## src/rtl/tx_frame_controller.sv

```systemverilog
// tx_frame_controller: read-side sequencer for the transmitter input FIFO.
// Pops PAYLOAD_LEN bytes per frame and emits SYNC_BYTE, payload, checksum
// to the serializer over a valid/ready handshake (read_clk domain).
// Optional macro TX_CRC8_EN: checksum byte becomes CRC-8 (poly 0x07, init 0,
// MSB-first, no reflection, no final XOR) instead of the 8-bit modular sum.
module tx_frame_controller #(
  parameter int unsigned PAYLOAD_LEN = 10,
  parameter logic [7:0]  SYNC_BYTE   = 8'hA5,
  parameter int unsigned HOLDOFF     = 2
) (
  input  logic        read_clk,
  input  logic        arst,
  input  logic        enable,
  input  logic        input_ready,
  input  logic [7:0]  fifo_data,
  output logic        read_req,
  output logic [7:0]  tx_data,
  output logic        tx_valid,
  input  logic        tx_ready,
  output logic        tx_sof,
  output logic        tx_eof,
  output logic        busy,
  output logic [15:0] frame_count
);

  typedef enum logic [2:0] {IDLE, SYNC, REQ, WAIT, SEND, CSUM} state_t;

  state_t      state, state_nxt;
  logic [7:0]  csum, csum_nxt;
  logic [7:0]  count, count_nxt;
  logic [3:0]  holdoff, holdoff_nxt;
  logic [7:0]  data_nxt;
  logic        valid_nxt, sof_nxt, eof_nxt;
  logic [15:0] fc_nxt;
  logic        xfer;

  // Fold one payload byte into the running checksum.
  function automatic logic [7:0] csum_update(input logic [7:0] acc, input logic [7:0] d);
`ifdef TX_CRC8_EN
    logic [7:0] c;
    c = acc ^ d;
    for (int unsigned i = 0; i < 8; i++) begin
      c = c[7] ? ((c << 1) ^ 8'h07) : (c << 1);
    end
    return c;
`else
    return acc + d;
`endif
  endfunction

  assign xfer     = tx_valid & tx_ready;
  assign read_req = (state == REQ);
  assign busy     = (state != IDLE);

  // Next-state and next-value logic for the sequencer and its output registers.
  always_comb begin
    state_nxt   = state;
    data_nxt    = tx_data;
    valid_nxt   = tx_valid;
    sof_nxt     = tx_sof;
    eof_nxt     = tx_eof;
    csum_nxt    = csum;
    count_nxt   = count;
    holdoff_nxt = holdoff;
    fc_nxt      = frame_count;
    case (state)
      IDLE: begin
        if (holdoff == '0 && enable && input_ready) begin
          state_nxt = SYNC;
          data_nxt  = SYNC_BYTE;
          valid_nxt = 1'b1;
          sof_nxt   = 1'b1;
          csum_nxt  = '0;
          count_nxt = '0;
        end else if (holdoff != '0) begin
          holdoff_nxt = holdoff - 4'd1;
        end
      end
      SYNC: begin
        if (xfer) begin
          state_nxt = REQ;
          valid_nxt = 1'b0;
          sof_nxt   = 1'b0;
        end
      end
      REQ: state_nxt = WAIT;
      WAIT: begin
        state_nxt = SEND;
        data_nxt  = fifo_data;
        valid_nxt = 1'b1;
        csum_nxt  = csum_update(csum, fifo_data);
      end
      SEND: begin
        if (xfer) begin
          if (count == 8'(PAYLOAD_LEN - 1)) begin
            state_nxt = CSUM;
            data_nxt  = csum;
            valid_nxt = 1'b1;
            eof_nxt   = 1'b1;
          end else begin
            state_nxt = REQ;
            count_nxt = count + 8'd1;
            valid_nxt = 1'b0;
          end
        end
      end
      CSUM: begin
        if (xfer) begin
          state_nxt   = IDLE;
          valid_nxt   = 1'b0;
          eof_nxt     = 1'b0;
          fc_nxt      = frame_count + 16'd1;
          holdoff_nxt = 4'(HOLDOFF);
        end
      end
      default: state_nxt = IDLE;
    endcase
  end

  // State and output registers; reset aborts any frame in progress.
  always_ff @(posedge read_clk or negedge arst) begin
    if (!arst) begin
      state       <= IDLE;
      tx_data     <= '0;
      tx_valid    <= 1'b0;
      tx_sof      <= 1'b0;
      tx_eof      <= 1'b0;
      csum        <= '0;
      count       <= '0;
      holdoff     <= '0;
      frame_count <= '0;
    end else begin
      state       <= state_nxt;
      tx_data     <= data_nxt;
      tx_valid    <= valid_nxt;
      tx_sof      <= sof_nxt;
      tx_eof      <= eof_nxt;
      csum        <= csum_nxt;
      count       <= count_nxt;
      holdoff     <= holdoff_nxt;
      frame_count <= fc_nxt;
    end
  end

endmodule

```

## config.mk

```make
export PLATFORM = sky130hd
export DESIGN_NAME = tx_frame_controller
export DESIGN_NICKNAME = d
export VERILOG_FILES = /design/src/rtl/tx_frame_controller.sv
export SDC_FILE = /design/constraint.sdc
export NUM_CORES = 1
export LEC_CHECK = 0
export BUFFER_PORTS_ARGS = -buffer_cell sky130_fd_sc_hd__buf_2
export CAP_MARGIN = 10
export CORE_UTILIZATION = 50
export CTS_BUF_LIST = sky130_fd_sc_hd__clkbuf_4 sky130_fd_sc_hd__clkbuf_8
export DETAILED_ROUTE_END_ITERATION = 8
export PLACE_DENSITY = 0.74
export SYNTH_ARGS = -nofsm -noshare
export SYNTH_HDL_FRONTEND = slang
export SYNTH_SLANG_ARGS = --single-unit
```

## constraint.sdc

```tcl
create_clock -name read_clk -period 3.9 [get_ports read_clk]
set_input_delay 0.78 -clock read_clk [delete_from_list [all_inputs] [get_ports read_clk]]
set_output_delay 0.78 -clock read_clk [all_outputs]
set_load 0.005 [all_outputs]
```

# After elaboration in Yosys (flattened, before gate mapping)
# Index checks and enable logic that the tools add are counted.
# W data, S select, Z words.
# classes
reduce_logical	23
eq_ne	15
mul	0
bitwise	1
mux	28
magnitude_cmp	0
div	0
shift	0
addsub	4
# op_table
cell	n
$mux W8	6
$pmux W8 S2	2
$pmux W8 S3	1
$reduce_and A4 Y1	6
$pmux W3 S6	1
$add A16 B1 Y16 const B	1
$ne A2 B2 Y1 const B	8
$mux W3	5
$mux W4	3
$reduce_bool A2 Y1	5
$add A8 B1 Y8 const B	1
$add A8 B8 Y8	1
$eq A8 B4 Y1 const B	1
$pmux W4 S2	1
$reduce_bool A4 Y1	2
$eq A3 B2 Y1 const B	2
$eq A3 B3 Y1 const B	2
$mux W1	6
$reduce_bool A3 Y1	2
$logic_not A4 Y1	1
$pmux W1 S2	2
$pmux W1 S4	1
$reduce_and A2 Y1	2
$sub A4 B1 Y4 const B	1
7 further kinds	8
# word_totals
n_memories	0
reg_bits	50
inputBits	13
romBits	0
latch_bits	0
elab_cells	80
out_inout_bits	29
ramBits	0

# Longest topological paths before layout
# Gate-level depths: netlist of the first run.
# logic_depth
depth_word	5
depth_mapped	8
ltp_nobuf	7

# Worst setup path before layout of the first run
# Ideal clock, no wire load.
# synth_timing
path_kind	in2reg
start	in fifo_data[0]
end	reg csum[6]
cell_stages	7
setup_slack_ps	1699
setup_ps	131
t_arrival_ps	2070
path_cell_list	ha_1 -> fa_1 -> a21o_1 -> a21oi_1 -> o211ai_1 -> xnor2_1 -> o21ai_0
# synth_via
elab_chain_len	2
# synth_lines
element	line	rtl
from (decl)	15	input logic [7:0] fifo_data,
$add A8 B8 Y8	47	return acc + d;
$pmux W8 S2	66	case (state)
to (signal assigned)	138	csum <= csum_nxt;
to (decl)	29	logic [7:0] csum, csum_nxt;
# No other way between the ends.
# A chain may end at the register's enable or synchronous reset.

# Worst setup path in the final report of the first run
# layout_timing
start	reg state[2]
end	out busy
# layout_via
elab_chain_len	1
# layout_lines
element	line	rtl
from (decl)	28	state_t state, state_nxt;
from (signal assigned)	133	state <= state_nxt;
$reduce_bool A3 Y1	53	assign busy = (state != IDLE);
to (decl)	22	output logic busy,
# No other way between the ends.

==> impl_metrics.toml, run 1 <==
[floorplan]
io_pins = 42
rows = 26
start_util = 0.524
core_area_sq_mm = 0.00514
die_w_microns = 75.4
fp.dieArea_sq_mm = 0.00569
die_height_microns = 75.4

[global_route]
grt_usage = 0.198
grt-ovfl-total = 0
grt_pass1_vias = 1897
antenna_found_initial = 0
grt_max_degree = 30
grt_pass1_wl_microns = 8510

[finish]
fillCellCount = 478
multi_input_area_sq_mm = 0.00139
regArea_sq_mm = 0.00125
fin_cells = 377
nets = 332
area_growth_syn_to_layout_pct = 13.1
n_antenna_cell = 0
final_area_sq_mm = 0.00305
drive_gt1_frac = 0.218

[synth]
synth_top_family_by_area = "simple AND/OR/NAND/NOR gates"
synth-simple-area-share = 0.176
synthCells = 265
synth_enable_flop_cells = 0
synth-adder-area-share = 0.0585
synthesis.nets = 290
synth_cell_type_count = 49
synth_mux_area_frac = 0.0413
synthArstFlopShare = 1.00
ys.flop_type = "dfrtp_1"
synth_warnings = 0
synthXorXnorAreaFrac = 0.0682
syn_area_sq_mm = 0.00270
syn_avg_cell_area_sq_um = 10.2
synth_compound_gate_area_share = 0.171
ys_seq_area_frac = 0.464
synth-seq-cells = 50

[power_and_ir_drop]
p_leak_nw = 1.49
power_frac_comb = 0.058
switchingPower_mw = 0.203
ir_drop_uv = 148
p_int_mw = 0.664
power_density_mw_per_mm2 = 284
seqPwrFrac = 0.603
p_sw_frac = 0.234
pwr-share-clk = 0.338

[timing]
final-setup-viol-count = 0
tns_ns = 0
fin_crit_sh = 0.591
period_needed_ns = 2.30
clock_skew_ns = 0.00915
rsz0062_at_grt = "no"
max_slew_margin = 0.428
worst_pin_slew_ns = 0.850
finalHoldViolations = 0
drv_slew = 0
max_freq_ghz = 0.434

[setup_path]
critical_path_arrival_ns = 1.52
start_kind = "register"
crit_required_ns = 3.12
reg2reg_to = "count[5]"
rr_startpoint = "state[2]"
critPathKind = "register to primary output"
path_max_fanout = 15
r2r_slack_ns = 1.66
r2r_cells = 4
end_kind = "primary output"

[routing]
post_drt_wl_per_cell_microns = 14.1
via_per_inst = 5.63
drt-initial-drc-count = 99
wl_microns = 5330
ant_nets = 0
drc = 0
drt_first_pass_iters = 4
vias = 2124

[clocking]
hold_buffers = 0
cts_tree = "yes"
cts_sinks = 50
post_cts_buffers = 0
clk_latency_ns = 0.30
clk_transition_reported_paths_ns = 0.09
cts_root_buf = "clkbuf_8"
htree_levels = 2
ctsResizeCount = 0
cts_buffer_depth = 2
numCtsBuffers = 5

[worst_hold_path]
worstHoldEndpoint = "frame_count[15]"
min_from = "frame_count[15]"
hp-class = "register to register"
holdPathStages = 1

[placed_design]
routabilityCongestion = 0.875
placement.io_buffers = 41
placed_area_sq_mm = 0.00297
dp_cells = 370
dp_hpwl_microns = 3880

[job]
max_cap_viol_count = 0

[outcome]
outcome = "finished clean"
[metal layers]
layer | track usage | part of all wire | up-vias
met5 | 0 | 0 | -
met3 | 0.0278 | 0.037 | 6
met1 | 0.268 | 0.49 | 1027
met4 | 0.0679 | 0.012 | 0
met2 | 0.326 | 0.46 | 49
li1 | - | - | 1042
[worst max-delay path by stage]
stage                       from      end  slack [ns]  depth (start not counted)
finish                  state[2]     busy        1.60                          3
floorplan           fifo_data[0]  csum[6]        1.70                          7
global route            state[2]     busy        1.46                          3
CTS                     state[2]     busy        1.56                          3
global placement    fifo_data[0]  csum[6]        1.53                          8
detailed placement  fifo_data[0]  csum[6]        1.48                          8
[cells in the mapped netlist, drive strengths merged (5+ instances only)]
cell	instances	area [sq um]
nand2	32	120
xnor2	14	123
nand4	6	37.5
dfrtp	50	1250
a21oi	5	25.0
xor2	7	61.3
nor2	18	67.6
inv	5	18.8
a22o	6	52.6
mux2	9	101
ha	11	138
o21ai	25	125
nand3	11	55.1
[critical path, cell delays in order, from the launching register on]
cell and delay [ns]:
dfrtp_1 0.57, nor3_1 0.32, inv_1 0.17, buf_2 0.16
[cells in the final DEF, fill, tap and decap left out, types with 2 or more instances in the layout]
master and n:
a211oi_1 2, a21o_1 4, a21oi_1 5, a22o_1 6, a22oi_1 4, a31oi_1 2, and2_1 4, and3_1 3
buf_2 41, buf_4 2, clkbuf_8 5, clkinvlp_4 2, dfrtp_1 50, ha_1 11, inv_1 5, mux2_2 9
nand2_1 32, nand2b_1 2, nand3_1 11, nand4_1 6, nor2_1 18, nor2b_1 4, nor3_1 3, nor3b_1 2
nor4_1 2, o21ai_0 24, o21bai_1 2, o22ai_1 2, o31ai_1 3, or2_2 2, xnor2_1 14, xor2_1 7
[stage by stage]
step / power (mW) / util / worst slack [ns] / hold WS, ns
5_1_grt: 0.905 / 0.593 / 1.46 / 0.509
2_1_floorplan: 0.560 / - / 1.70 / 0.437
3_3_place_gp: 0.583 / 0.577 / 1.53 / 0.457
3_5_place_dp: 0.584 / 0.577 / 1.48 / 0.460
4_1_cts: 0.878 / 0.593 / 1.56 / 0.473
6_report: 0.866 / 0.593 / 1.60 / 0.475
[state kept, by name (all words and copies together) (netlist names)]
register     cells
count            8
csum             8
frame_count     16
holdoff          4
state            3
tx_data          8
tx_eof           1
tx_sof           1
tx_valid         1
[power by group through the flow]
stage               registers (mW)  clock network [mW]  logic [mW]
floorplan                    0.533                   0      0.0270
global placement             0.533                   0      0.0504
detailed placement           0.533                   0      0.0512
CTS                          0.523               0.304      0.0516
global route                 0.523               0.323      0.0584
finish                       0.523               0.293      0.0504
[layout make-up]
cell class / count / area share
clock buffers: 5 / 0.0226
clock inverters: 2 / 0.00492
inverters: 5 / 0.00616
multi-input cells: 202 / 0.455
flip-flops and latches: 50 / 0.410
well taps: 70 / 0.0287
repair buffers: 43 / 0.0722
[cells by family after synthesis]
kind of cell             Yosys count
multiplexers                      10
AO/OA/AOI/OAI                     64
XOR/XNOR                          21
flip-flops                        50
AND/OR/NAND/NOR                   95
buffers and inverters             13
adder cells (fa/ha/maj)           12
Note: power is estimated with default switching activity, not from simulation.
==> run 2, diff against run 1 <==
PLACE_DENSITY = 0.76   (was 0.74)
clock period = 2 ns   (was 3.9 ns; I/O delays follow)
==> run 2 against run 1 <==
Sequential share of layout area is 1.8 points lower; via count increased by 0.89%; clock-buffer cell count is 1 higher; combinational power increased by 110%; global-route usage increased by 1.3 points; clock skew rose by 0.0065 ns.
==> impl_metrics.toml, run 2 (synthesis results as in run 1) <==
[finish]
n_antenna_cell = 0
fin_util = 0.620
area_growth_syn_to_layout_pct = 18.3
top_register = "frame_count"
fillCellCount = 466
drive_gt1_frac = 0.263
final_common_cell = "dfrtp_1"
nets = 347
largest_register_ffs = 16
layout_common_cells = "50 x dfrtp_1, 41 x buf_2, 32 x nand2_1"
final_area_sq_mm = 0.00319

[floorplan]
start_util = 0.524
rows = 26
fp.dieArea_sq_mm = 0.00569
core_area_sq_mm = 0.00514
die_w_microns = 75.4
io_pins = 42
die_height_microns = 75.4

[global_route]
grt-ovfl-total = 0
antenna_found_initial = 0
grt_usage = 0.211
grt_pass1_wl_microns = 9030
grt_pass1_vias = 1943
grt_max_degree = 51

[setup_path]
end_kind = "register"
path_max_fanout = 9
r2r_cells = 6
start_kind = "register"
rr_startpoint = "holdoff[0]"
critPathKind = "register to register"
reg2reg_to = "tx_data[3]"
critical_path_arrival_ns = 2.10
crit_required_ns = 2.19
r2r_slack_ns = 0.1

[timing]
hold_ws_ns = 0.0465
max_slew_margin = 0.695
finalHoldViolations = 0
clock_skew_ns = 0.0156
drv_slew = 0
fin_crit_sh = 0.952
max_freq_ghz = 0.525
worst_pin_slew_ns = 0.457
final-setup-viol-count = 0
period_needed_ns = 1.90

[placed_design]
placed_area_sq_mm = 0.00309
dp_hpwl_microns = 4050
routabilityCongestion = 0.873
placement.io_buffers = 41

[clocking]
cts_buffer_depth = 2
clk_latency_ns = 0.31
cts_sinks = 50
cts_root_buf = "clkbuf_8"
numCtsBuffers = 5
clk_transition_reported_paths_ns = 0.10
hold_buffers = 0
cts_tree = "yes"
htree_levels = 2

[routing]
ant_nets = 0
drc = 0
post_drt_wl_per_cell_microns = 14.1
via_per_inst = 5.45
drt-initial-drc-count = 132
wl_microns = 5550
drt_first_pass_iters = 4
vias = 2143

[power_and_ir_drop]
pwr-share-clk = 0.346
p_sw_frac = 0.233
total_power_mw = 1.72
ir_drop_uv = 438
seqPwrFrac = 0.592
p_int_mw = 1.32
p_leak_nw = 1.59
switchingPower_mw = 0.401
power_frac_comb = 0.062
power_density_mw_per_mm2 = 540

[worst_hold_path]
hp-class = "input pin to asynchronous set/reset pin"

[job]
max_cap_viol_count = 0

[outcome]
outcome = "finished clean"
## run 2: cell types whose count changed in the layout (fill, tap and decap cells not counted), sizes merged
cell	previous run	this run
clkbuf	5	6
buf	43	58
clkinvlp	2	0
clkinv	0	2
## run 2: repair_timing
| item | in CTS | in global routing |
|---|---|---|
| endpoints found under the setup margin | 0 | 12 |
| buffers inserted | 0 | 0 |
| gates resized for setup | 0 | 3 |
## run 2: worst max-delay path by stage
stage            startpoint         end  depth (start not counted)
6_report         holdoff[0]  tx_data[3]                          6
3_3_place_gp   fifo_data[0]     csum[6]                          8
5_1_grt          holdoff[0]  tx_data[2]                          6
2_1_floorplan    holdoff[0]  tx_data[0]                          7
4_1_cts             csum[0]     csum[6]                          7
3_5_place_dp   fifo_data[0]     csum[6]                          8
## run 2: critical path: stages, from the launching register on
cell      delay, ns
dfrtp_1        0.37
inv_1          0.07
ha_1           0.21
nor3b_2        0.16
and3_1         0.25
o221ai_4       0.34
mux2_2         0.38
## run 2: layer usage
layer	vias to the layer above	GRT usage	part of all wire
met2	39	0.332	0.46
met4	0	0.0761	0.015
met5	-	0	0
met3	9	0.0397	0.028
li1	1070	-	-
met1	1025	0.291	0.50
## run 2: cell type report
class,instances,area (sq um),share of cell area
clock buffers,6,76.3,0.0239
clock inverters,2,13.8,0.00432
inverters,5,18.8,0.00588
multi-input cells,202,1400,0.438
flip-flops and latches,50,1250,0.392
well taps,70,87.6,0.0275
repair buffers,58,345,0.108
## run 2: power groups by stage
stage	logic, mW	clock network [mW]	registers [mW]
after floorplan	0.0526	0	1.04
after global placement	0.104	0	1.04
after detailed placement	0.105	0	1.04
after CTS	0.105	0.615	1.02
after global routing	0.121	0.657	1.02
final	0.106	0.596	1.02
## run 2: per-stage QoR
stage / setup WS, ns / std cells / setup TNS [ns]
3_3_place_gp: 0.0678 / 385 / 0
5_1_grt: -0.00416 / 393 / -0.00923
4_1_cts: 0.0509 / 393 / 0
2_1_floorplan: 0.175 / 265 / 0
3_5_place_dp: -0.0554 / 385 / -0.0554
6_report: 0.0952 / 393 / 0
==> run 3, diff against run 2 <==
ABC_AREA = 1   (was not set)
PLACE_DENSITY = 0.75   (was 0.76)
SLEW_MARGIN = 0   (was not set)
==> run 3 against run 2 <==
Clock power grew 6.0%; combinational power increased to 21 times the previous value; critical path type is now register to primary output; critical endpoint is now busy; highest routed layer unchanged; final area increased by 14%; worst setup slack improved by 0.20 ns; synthesized cell count increased by 72%; final cell count grew 47%.
==> impl_metrics.toml, run 3 <==
[synth]
ys_seq_area_frac = 0.386
ys_top_cells_by_area = "dfrtp_1 39%, nand2_1 20%, nand3_1 5.9%, inv_1 5.6%, nor2_1 4.3%"
ys.flop_type = "dfrtp_1"
synth-seq-cells = 50
synth_cell_type_count = 29
synthesis.nets = 480
synthCells = 455
synth_enable_flop_cells = 0
synth_commonest_cells = "169 x nand2_1, 50 x dfrtp_1, 48 x inv_1, 38 x nand3_1, 37 x nor2_1"
yosysMostFrequentCell = "nand2_1"
synthArstFlopShare = 1.00
synth_largest_area_cell = "dfrtp_1"
synth_top_area_frac = 0.386
syn_area_sq_mm = 0.00324
syn_avg_cell_area_sq_um = 7.12
synth_warnings = 0

[clocking]
cts_root_buf = "clkbuf_8"
cts_buffer_depth = 2
clk_latency_ns = 0.32
hold_buffers = 0
cts_sinks = 50
post_cts_buffers = 0
htree_levels = 2
cts_tree = "yes"
ctsResizeCount = 0
numCtsBuffers = 5
clk_transition_reported_paths_ns = 0.11

[floorplan]
start_util = 0.531
fp.dieArea_sq_mm = 0.00680
rows = 28
die_height_microns = 82.5
die_w_microns = 82.5
core_area_sq_mm = 0.00610
io_pins = 42

[routing]
drt_first_pass_iters = 4
wl_microns = 7290
drc = 0
post_drt_wl_per_cell_microns = 12.6
ant_nets = 0
vias = 3029
via_per_inst = 5.25
drt-initial-drc-count = 153

[global_route]
grt_usage = 0.236
grt_pass1_vias = 2781
antenna_found_initial = 0
grt-ovfl-total = 0
grt_max_degree = 28
grt_pass1_wl_microns = 12200

[finish]
fin_cells = 577
nets = 526
final_area_sq_mm = 0.00363
top_register = "frame_count"
drive_gt1_frac = 0.157
n_antenna_cell = 0
area_growth_syn_to_layout_pct = 12.1
layout_common_cells = "169 x nand2_1, 50 x dfrtp_1, 48 x inv_1"
largest_register_ffs = 16
final_common_cell = "nand2_1"

[power_and_ir_drop]
power_density_mw_per_mm2 = 1250
seqPwrFrac = 0.360
pwr-share-clk = 0.139
p_int_mw = 2.41
power_frac_comb = 0.501
ir_drop_uv = 654
p_sw_frac = 0.468
p_leak_nw = 2.00
switchingPower_mw = 2.12

[timing]
period_needed_ns = 1.71
final-setup-viol-count = 0
worst_pin_slew_ns = 0.635
hold_ws_ns = 0.0855
drv_slew = 0
fin_crit_sh = 0.853
tns_ns = 0
max_freq_ghz = 0.586
clock_skew_ns = 0.0128
rsz0062_at_grt = "no"
finalHoldViolations = 0
max_slew_margin = 0.577

[setup_path]
critPathLaunch = "state[0]"
critical_path_arrival_ns = 1.31
critPathKind = "register to primary output"
cp_slowest_stage_delay_ns = 0.46
start_kind = "register"
r2r_slack_ns = 0.35
crit_required_ns = 1.60
r2r_cells = 9
reg2reg_to = "count[0]"
path_max_fanout = 5
rr_startpoint = "state[1]"
end_kind = "primary output"
worstPathCellList = "inv_2, nand2_1, nor2_2, inv_1, buf_2"
crit_path_end = "busy"
cp_slowest_cell = "dfrtp_1"

[placed_design]
dp_hpwl_microns = 5440
placed_area_sq_mm = 0.00354
placement.io_buffers = 41
routabilityCongestion = 0.836
dp_cells = 569

[outcome]
outcome = "finished clean"

[worst_hold_path]
hp-class = "input pin to asynchronous set/reset pin"

[job]
max_cap_viol_count = 0
-- run 3: changes by cell type after synthesis, moves of 6 or more --
cell / before / now
a22o_1: 6 / 0
inv_1: 5 / 48
inv_2: 0 / 8
mux2_2: 9 / 0
nand2_1: 32 / 169
nand3_1: 11 / 38
nor2_1: 18 / 37
o21ai_0: 24 / 7
o21ai_1: 1 / 20
o21bai_1: 2 / 9
xnor2_1: 14 / 5
-- run 3: power by group through the flow --
stage	clock [mW]	sequential, mW	combinational, mW
2_1_floorplan	0	1.59	1.73
3_3_place_gp	0	1.64	2.20
3_5_place_dp	0	1.65	2.26
4_1_cts	0.658	1.63	2.27
5_1_grt	0.687	1.68	2.60
6_report	0.632	1.63	2.27
-- run 3: layer usage --
layer / vias up / track usage / wire length (microns) / share of wire
met1: 1395 / 0.306 / 3450 / 0.47
li1: 1537 / - / - / -
met5: - / 0 / 0 / 0
met2: 85 / 0.395 / 3350 / 0.46
met4: 0 / 0.0947 / 130 / 0.018
met3: 12 / 0.0352 / 362 / 0.050
-- run 3: worst max-delay path: cells and delay by family (launching register included) --
family	cells	cell delay [ns]
buffers and inverters	3	0.31
flip-flops	1	0.46
AND/OR/NAND/NOR	2	0.22
-- run 3: worst min path at each step --
stage	start	to	slack [ns]	cells past startpoint
finish	arst	frame_count[9]	0.09	1
global route	arst	frame_count[2]	0.13	1
CTS	arst	frame_count[0]	0.10	1
detailed placement	arst	holdoff[0]	0.46	1
global placement	arst	holdoff[0]	0.46	1
floorplan	arst	count[0]	0.10	0
-- run 3: layout make-up --
cell class	instances	area, sq um
Inverter	56	210
Clock inverter	3	23.8
Multi-Input combinational cell	341	1720
Tap cell	75	93.8
Fill cell	579	2470
Sequential cell	50	1250
Timing Repair Buffer	47	263
Clock buffer	5	68.8
-- run 3: stage by stage --
stage           util  total power [mW]  worst slack, ns
5_1_grt        0.595              4.97            0.205
2_1_floorplan      -              3.32            0.528
4_1_cts        0.595              4.56            0.279
3_3_place_gp   0.580              3.84            0.348
6_report       0.595              4.54            0.294
3_5_place_dp   0.580              3.91            0.338
-- run 3: logic make-up (layout without fill, tap and decap cells) --
family / after synthesis / count (layout) / synth area share
and+or+nand+nor: 272 / 272 / 0.371
buffers and inverters: 64 / 111 / 0.0831
DFF: 50 / 50 / 0.386
AOI/OAI and AO/OA: 47 / 47 / 0.0835
adders and majority gates: 12 / 12 / 0.0487
xor gates and xnor gates: 10 / 10 / 0.0270
